--- config.mk ---
export PLATFORM = sky130hd
export DESIGN_NAME = alu_issue_ctrl_flat
export DESIGN_NICKNAME = d
export VERILOG_FILES = /design/src/rtl/alu_issue_ctrl_if.sv /design/src/rtl/alu_issue_ctrl.sv /design/src/flat_wrapper.sv
export SDC_FILE = /design/constraint.sdc
export NUM_CORES = 1
export LEC_CHECK = 0
export CORE_AREA = 2 2 167 169
export CTS_CLUSTER_DIAMETER = 50
export DETAILED_ROUTE_END_ITERATION = 8
export DIE_AREA = 0 0 169 171
export DONT_BUFFER_PORTS = 1
export PLACE_DENSITY = 0.45
export SYNTH_ARGS = -nofsm -noshare
export SYNTH_HDL_FRONTEND = slang
export SYNTH_SLANG_ARGS = --single-unit
--- constraint.sdc ---
create_clock -name clk -period 5.2 [get_ports clk]
set_clock_uncertainty 0.2 [all_clocks]
set_input_delay 1.04 -clock clk [delete_from_list [all_inputs] [get_ports clk]]
set_output_delay 1.04 -clock clk [all_outputs]
set_load 0.02 [all_outputs]
--- src/rtl/alu_issue_ctrl_if.sv ---
// Decode-to-ALU-to-writeback signal bundle for alu_issue_ctrl.
// The master view belongs to the controller, and the slave view belongs to the surrounding pipeline.
interface alu_issue_ctrl_if;
    logic        in_valid;
    logic        in_ready;
    logic [0:5]  in_aluType;
    logic [0:63] in_oprA;
    logic [0:63] in_oprB;
    logic [0:1]  in_ww;
    logic [0:4]  in_imm;
    logic [0:4]  in_rd;
    logic        aluEN;
    logic [0:5]  aluType;
    logic [0:63] oprA;
    logic [0:63] oprB;
    logic [0:1]  ww;
    logic [0:4]  imm;
    logic [0:63] alu_dout;
    logic        wb_valid;
    logic        wb_ready;
    logic [0:63] wb_data;
    logic [0:4]  wb_rd;

    modport master (
        input  in_valid, in_aluType, in_oprA, in_oprB, in_ww, in_imm, in_rd,
        input  alu_dout, wb_ready,
        output in_ready, aluEN, aluType, oprA, oprB, ww, imm,
        output wb_valid, wb_data, wb_rd
    );

    modport slave (
        output in_valid, in_aluType, in_oprA, in_oprB, in_ww, in_imm, in_rd,
        output alu_dout, wb_ready,
        input  in_ready, aluEN, aluType, oprA, oprB, ww, imm,
        input  wb_valid, wb_data, wb_rd
    );
endinterface

--- src/rtl/alu_issue_ctrl.sv ---
// ALU issue sequencer: accept one op, hold operands for 1 or MULT_LAT cycles, hand the result to writeback.
// Optional counters: define ALU_ISSUE_STATS_EN to add the stat_single, stat_mult and stat_stall outputs.
module alu_issue_ctrl #(
    parameter int MULT_LAT = 4
) (
    input  logic clk,
    input  logic reset_n,
    alu_issue_ctrl_if.master bus
`ifdef ALU_ISSUE_STATS_EN
    ,
    output logic [0:31] stat_single,
    output logic [0:31] stat_mult,
    output logic [0:31] stat_stall
`endif
);
    localparam logic [3:0] CNT_MULT = 4'(MULT_LAT - 1);

    typedef enum logic [1:0] {IDLE, EXEC, WB} stateT;

    stateT      stateReg, stateNext;
    logic [3:0] cntReg;
    logic       readyInt;
    logic       accept;
    logic       isMult;

    assign isMult = (((bus.in_aluType == 6'b000101) || (bus.in_aluType == 6'b000110)) && (bus.in_ww == 2'b11))
                 || (bus.in_aluType == 6'b000111) || (bus.in_aluType == 6'b001000);

    // Ready comes from the state and wb_ready only, so it never loops back through in_valid.
    assign readyInt = (stateReg == IDLE) || ((stateReg == WB) && bus.wb_ready);
    assign accept   = readyInt && bus.in_valid;

    always_comb begin
        stateNext    = stateReg;
        bus.in_ready = readyInt;
        bus.aluEN    = 1'b0;
        bus.wb_valid = 1'b0;
        case (stateReg)
            IDLE: begin
                if (accept) stateNext = EXEC;
            end
            EXEC: begin
                bus.aluEN = 1'b1;
                if (cntReg == 4'd0) stateNext = WB;
            end
            WB: begin
                bus.wb_valid = 1'b1;
                if (bus.wb_ready) stateNext = bus.in_valid ? EXEC : IDLE;
            end
            default: stateNext = IDLE;
        endcase
    end

    always_ff @(posedge clk or negedge reset_n) begin
        if (!reset_n) begin
            stateReg    <= IDLE;
            cntReg      <= 4'd0;
            bus.aluType <= '0;
            bus.oprA    <= '0;
            bus.oprB    <= '0;
            bus.ww      <= '0;
            bus.imm     <= '0;
            bus.wb_data <= '0;
            bus.wb_rd   <= '0;
        end else begin
            stateReg <= stateNext;
            // Accept only happens in IDLE or WB, so it never collides with the EXEC countdown.
            if (accept) begin
                bus.aluType <= bus.in_aluType;
                bus.oprA    <= bus.in_oprA;
                bus.oprB    <= bus.in_oprB;
                bus.ww      <= bus.in_ww;
                bus.imm     <= bus.in_imm;
                bus.wb_rd   <= bus.in_rd;
                cntReg      <= isMult ? CNT_MULT : 4'd0;
            end else if (stateReg == EXEC) begin
                if (cntReg != 4'd0) cntReg <= cntReg - 4'd1;
                else                bus.wb_data <= bus.alu_dout;
            end
        end
    end

`ifdef ALU_ISSUE_STATS_EN
    logic [2:0] statInc;

    assign statInc[0] = accept && !isMult;
    assign statInc[1] = accept && isMult;
    assign statInc[2] = (stateReg == WB) && !bus.wb_ready;

    for (genvar gi = 0; gi < 3; gi++) begin : gStat
        logic [0:31] cntStat;
        // Counters saturate at all-ones instead of wrapping.
        always_ff @(posedge clk or negedge reset_n) begin
            if (!reset_n)                          cntStat <= '0;
            else if (statInc[gi] && cntStat != '1) cntStat <= cntStat + 32'd1;
        end
    end

    assign stat_single = gStat[0].cntStat;
    assign stat_mult   = gStat[1].cntStat;
    assign stat_stall  = gStat[2].cntStat;
`endif
endmodule

--- src/flat_wrapper.sv ---
// flat-port wrapper written by rule: the top's interface ports become plain ports
module alu_issue_ctrl_flat 
#(
    parameter int MULT_LAT = 4
)
  (clk, reset_n, bus_in_valid, bus_in_aluType, bus_in_oprA, bus_in_oprB, bus_in_ww, bus_in_imm, bus_in_rd, bus_alu_dout, bus_wb_ready, bus_in_ready, bus_aluEN, bus_aluType, bus_oprA, bus_oprB, bus_ww, bus_imm, bus_wb_valid, bus_wb_data, bus_wb_rd);
  alu_issue_ctrl_if bus_i ();
  input  logic clk;
  input  logic reset_n;
  input wire logic [$bits(bus_i.in_valid)-1:0] bus_in_valid;
  input wire logic [$bits(bus_i.in_aluType)-1:0] bus_in_aluType;
  input wire logic [$bits(bus_i.in_oprA)-1:0] bus_in_oprA;
  input wire logic [$bits(bus_i.in_oprB)-1:0] bus_in_oprB;
  input wire logic [$bits(bus_i.in_ww)-1:0] bus_in_ww;
  input wire logic [$bits(bus_i.in_imm)-1:0] bus_in_imm;
  input wire logic [$bits(bus_i.in_rd)-1:0] bus_in_rd;
  input wire logic [$bits(bus_i.alu_dout)-1:0] bus_alu_dout;
  input wire logic [$bits(bus_i.wb_ready)-1:0] bus_wb_ready;
  output wire logic [$bits(bus_i.in_ready)-1:0] bus_in_ready;
  output wire logic [$bits(bus_i.aluEN)-1:0] bus_aluEN;
  output wire logic [$bits(bus_i.aluType)-1:0] bus_aluType;
  output wire logic [$bits(bus_i.oprA)-1:0] bus_oprA;
  output wire logic [$bits(bus_i.oprB)-1:0] bus_oprB;
  output wire logic [$bits(bus_i.ww)-1:0] bus_ww;
  output wire logic [$bits(bus_i.imm)-1:0] bus_imm;
  output wire logic [$bits(bus_i.wb_valid)-1:0] bus_wb_valid;
  output wire logic [$bits(bus_i.wb_data)-1:0] bus_wb_data;
  output wire logic [$bits(bus_i.wb_rd)-1:0] bus_wb_rd;
  assign bus_i.in_valid = bus_in_valid;
  assign bus_i.in_aluType = bus_in_aluType;
  assign bus_i.in_oprA = bus_in_oprA;
  assign bus_i.in_oprB = bus_in_oprB;
  assign bus_i.in_ww = bus_in_ww;
  assign bus_i.in_imm = bus_in_imm;
  assign bus_i.in_rd = bus_in_rd;
  assign bus_i.alu_dout = bus_alu_dout;
  assign bus_i.wb_ready = bus_wb_ready;
  assign bus_in_ready = bus_i.in_ready;
  assign bus_aluEN = bus_i.aluEN;
  assign bus_aluType = bus_i.aluType;
  assign bus_oprA = bus_i.oprA;
  assign bus_oprB = bus_i.oprB;
  assign bus_ww = bus_i.ww;
  assign bus_imm = bus_i.imm;
  assign bus_wb_valid = bus_i.wb_valid;
  assign bus_wb_data = bus_i.wb_data;
  assign bus_wb_rd = bus_i.wb_rd;
  alu_issue_ctrl #(.MULT_LAT(MULT_LAT)) u_core (.clk(clk), .reset_n(reset_n), .bus(bus_i));
endmodule
Yosys cells after proc, flatten, opt, wreduce, memory -nomap -nowiden
Cells that the tools add are included.

storage, ports and cells
  register bits after elaboration = 216
  bits in latches = 0
  memory bits (writable) = 0
  ROM bits = 0
  memories = 0

operators by class
  $add $sub $neg = 1
  multiply operators = 0
  divide/modulo/power cells = 0
  magnitude comparators = 0
  equal/unequal tests = 10
  shifts and indexed selects = 0
  mux-type cells = 11
  bitwise gates (word level) = 2
  reduce and logical (&&, ||, !) cells = 15

operator list
  operator             count
  $eq 6x3->1 const B   3
  $mux 4               3
  $mux 2               4
  $eq 6x4->1 const B   1
  $pmux 2 s3           1
  $reduce_and 3->1     2
  $eq 2x2->1 const B   2
  $logic_not 4->1      1
  $logic_or 1x1->1     4
  $ne 2x1->1 const B   2
  $reduce_bool 2->1    2
  $reduce_bool 4->1    1
  $sub 4x1->4 const B  1
  $logic_and 1x1->1    3
  $mux 1               3
  $eq 2x1->1 const B   1
  $logic_not 2->1      1
  $ne 2x2->1 const B   1
  $not 1->1            2
  $reduce_and 2->1     1

Logic depth before layout (Yosys ltp)
  depth in word-level cells = 7
  gate-level depth with buffers = 7
  gate-level depth less buffers = 6

Worst setup path before layout
Ideal clock, no wire load.

  path kind = input-to-output
  start point = in bus_wb_ready
  end point = out bus_in_ready
  data arrival time = 1.484 ns
  data required time = 3.960 ns
  slack = 2.476 ns
  stages on the path = 2
  cells stage by stage = nand2b_1 nor2b_1

on the way
  cells in the longest elaborated chain, start to end = 2

RTL lines
  element            line                  RTL
  from (decl)        flat_wrapper.sv:18    input wire logic [$bits(bus_i.wb_ready)-1:0] bus_wb_ready;
  $logic_and 1x1->1  alu_issue_ctrl.sv:30  assign readyInt = (stateReg == IDLE) || ((stateReg == WB) && bus.wb_ready);
  $logic_or 1x1->1   alu_issue_ctrl.sv:30
  to (decl)          flat_wrapper.sv:19    output wire logic [$bits(bus_i.in_ready)-1:0] bus_in_ready;

No other way between the ends.

Worst setup path in the final report
Same ends and word-level chain as after synthesis.

==> metrics list <==
* DRC violation total after the first TritonRoute iteration: 261
- Average wire per standard cell: ~19 um
* Count of pins on the block boundary: 427
- Number of vias after detailed routing: 5,219
* First-pass GRT wire length: 31,100 um
- Final setup violation count: 0
- Total number of clock tree sinks: 216
- The critical path starts at bus_wb_ready.
- Cell variety after synth: 23
- The filler cells instantiated in the layout total 2,765.
- In this run the power density over the cells is 798 mW/mm^2.
- Height of the die: 171 um
- Number of antenna violations at the first check in global routing: 0
- CTS root buf: clkbuf_16
- In this run, CTS created clock tree buffers numbering 27.
- Post-CTS timing repair inserted 0 buffers for setup.
* # rows: just over 60
- Buffers from clock root to sink, at most: 3
* Area share of the largest cell type after synthesis: 64.4%
- The floorplan step defined a die boundary enclosing approximately 0.029 sq mm.
- CP endpoint kind: output pin
- The via count of the first global-routing pass came to 5,324.
- Post-Place Setup Slack: 2.21 ns
- Syn_area_per_cell: 10.6 sq um
* Worst flop-to-flop path startpoint: u_core.stateReg[0]
- Total Neg Setup Slack: 0 ns
- Sum of overflow across all layers after global routing: 0
* IO buf count: 0
* Crit path max-delay cell type: nor2b_1
* Maximum number of pins on one net before global-route repair: 118
- Detailed-routing iteration count for the pre-antenna-repair pass: 4
* Floorplan core area: approximately 0.027 sq mm
- CTS HTree Levels: 1
* Total half-perimeter wirelength after legalization and detailed placement: 14,300 um
- In the routed layout, each cell is associated on average with a via count of between 4 and 5.
* LEAKAGE: roughly 5.0 nW
- Yosys top cell by area: dfrtp_1
- Number of nets with antenna violations after routing: 0
- Of the synthesized area, sequential elements account for 64.4%.
- From left edge to right edge, the die measures between 150 and 200 um.
- Routability-driven placement finished with a final weighted congestion of 0.731.
- Final layout net count: 1,002
- Global Route Usage Sum: 13.6%
- Total of flip-flops plus latches after synthesis: 216
- Traced cell by cell, the critical path runs through nand2b_1 > nor2b_1.
- Residual DRC count: 0
- Across the run, the number of max-cap violations was 0.
- Most area-consuming cells after synthesis: dfrtp_1, nand2_1, mux2_4
* Power consumption: 0.00769 W
* Initial core utilization: between 30% and 40%
- Maximum fanout encountered on the critical timing path: 3
- Clock transition at the registers of the reported paths: 0.06 ns
* Setup repair after global routing missed its margin: false
* Syn_nets: 1,006
* Buffers and inverters on the worst path: 0
- Area overhead of the layout relative to synthesis: 14.9%
- Category of the critical setup timing path: in2out
- The cell area that synthesis handed to floorplanning was 0.00839 sq mm.
* Measured slew at the worst slew-check pin: around 1.0 ns
- The count of final hold-check violations is 0.
* Antenna diode count: 0
- Cell family contributing the most delay on the critical path: simple AND/OR/NAND/NOR gates
- Result of the run: finished clean
- Data arrives at the worst endpoint at 1.60 ns.
- The tightest min-delay check is of the in2async type.
- The final layout contains routed wiring with a total length of 21,300 um.
- Highest ir drop seen on vdd: between 0.0002 and 0.0003 V
- Insertion delay to the later sink of the worst-skew pair: 0.52 ns
* Worst Path Required: 3.96 ns
- The worst pin sits at a relative slew slack of 32.9%.
- The number of pins exceeding their max-slew limit in the final report came to 0.
- Of the cells placed in the final design, the portion with a size suffix greater than 1 is around 15%.
- The worst path meets setup with 2.36 ns of slack.
- Static timing analysis puts the maximum clock frequency at between 300 and 400 MHz.
* Kind of launch point of the worst setup path: input port
- Crit path time final: roughly 2.8 ns
* Synth Warn #: 0
- Mapped Cells: 791
- Largest stage delay on the critical path: ~0.40 ns
- CTS tree: yes
- Dividing the final minimum period by the clock period gives 54.6%.
[state kept, by name (all words and copies together) (netlist names)]
| register | count |
|---|---|
| u_core.bus.oprB | 64 |
| u_core.bus.wb_data | 64 |
| u_core.bus.imm | 5 |
| u_core.cntReg | 4 |
| u_core.bus.oprA | 64 |
| u_core.stateReg | 2 |
| u_core.bus.aluType | 6 |
| u_core.bus.ww | 2 |
| u_core.bus.wb_rd | 5 |
[cells by family after synthesis]
family / count (synthesis) / share of synthesized area (%)
AOI/OAI and AO/OA: 8 / 0.537
DFF: 216 / 64.4
muxes: 67 / 11.2
xor gates and xnor gates: 1 / 0.104
buffers and inverters: 43 / 2.79
adders and majority gates: 1 / 0.149
and+or+nand+nor: 455 / 20.8
[cells in the mapped netlist, drive strengths merged]
cell type and instances:
clkbuf 13, nand2 443, and2b 1, or4b 1
a31oi 1, nand2b 4, nor3b 1, mux2i 2
ha 1, nor2b 3, a311oi 1, and2 1
dfrtp 216, buf 26, mux2 65, a21oi 3
inv 4, o21ai 3, xnor2 1, nor4 1
[worst paths after layout]
path / slack (ns) / depth (start not counted) / endpoint
worst max-delay path: 2.36 / 2 / bus_in_ready
worst min-delay path: 0.04 / 0 / u_core.bus.oprA[0]
worst max register to register: 2.63 / 4 / u_core.bus.wb_data[26]
worst min register to register: 0.31 / 1 / u_core.cntReg[3]
max in group asynchronous: 4.14 / 1 / u_core.bus.wb_data[35]
min in group clk: 0.31 / 1 / u_core.cntReg[3]
[metrics by stage]
step	cells	hold slack, ns	instance area (sq um)	util, %
3_3_place_gp	1103	0.298	8660	31.7
3_5_place_dp	1103	0.308	8660	31.7
5_1_grt	1152	0.000405	9640	35.3
2_1_floorplan	791	0.271	8390	-
4_1_cts	1152	0.00143	9640	35.3
6_report	1152	0.0372	9640	35.3
[metal layers]
| metal | global-route usage, % | wire length (um) | vias to the layer above |
|---|---|---|---|
| li1 | - | - | 2446 |
| met1 | 14.6 | 7870 | 2454 |
| met2 | 24.2 | 10400 | 281 |
| met3 | 5.69 | 2400 | 38 |
| met4 | 4.61 | 618 | 0 |
| met5 | 0 | 0 | - |
[power by group]
group | internal (W) | switching (W)
sequential | 0.00251 | 0.00166
clock | 0.00125 | 0.000731
combinational | 0.000755 | 0.000795
[layout by cell type, fill, tap and decap left out, types with 3 or more instances in the layout]
master       n
nand2_1    441
dfrtp_1    216
mux2_4      49
clkbuf_16   27
mux2_2      16
clkinv_2     6
bufinv_16    5
buf_4        5
inv_1        4
nand2b_1     4
nor2b_1      3
o21ai_0      3
a21oi_1      3
clkbuf_8     3
inv_6        3
[final cells by class]
class | instances | area (sq um) | area share [%]
multi-input cells | 532 | 2770 | 28.7
clock inverters | 16 | 225 | 2.34
well taps | 346 | 433 | 4.49
flip-flops and latches | 216 | 5410 | 56.1
inverters | 4 | 15.0 | 0.156
repair buffers | 6 | 65.1 | 0.675
clock buffers | 32 | 724 | 7.52
[what timing repair did]
action	in CTS	in global routing
resized for setup	0	0
endpoints found under the setup margin	0	0
hold endpoints to repair	100	0
hold buffers	1	0
No activity file was read; power rests on OpenSTA's default activity.
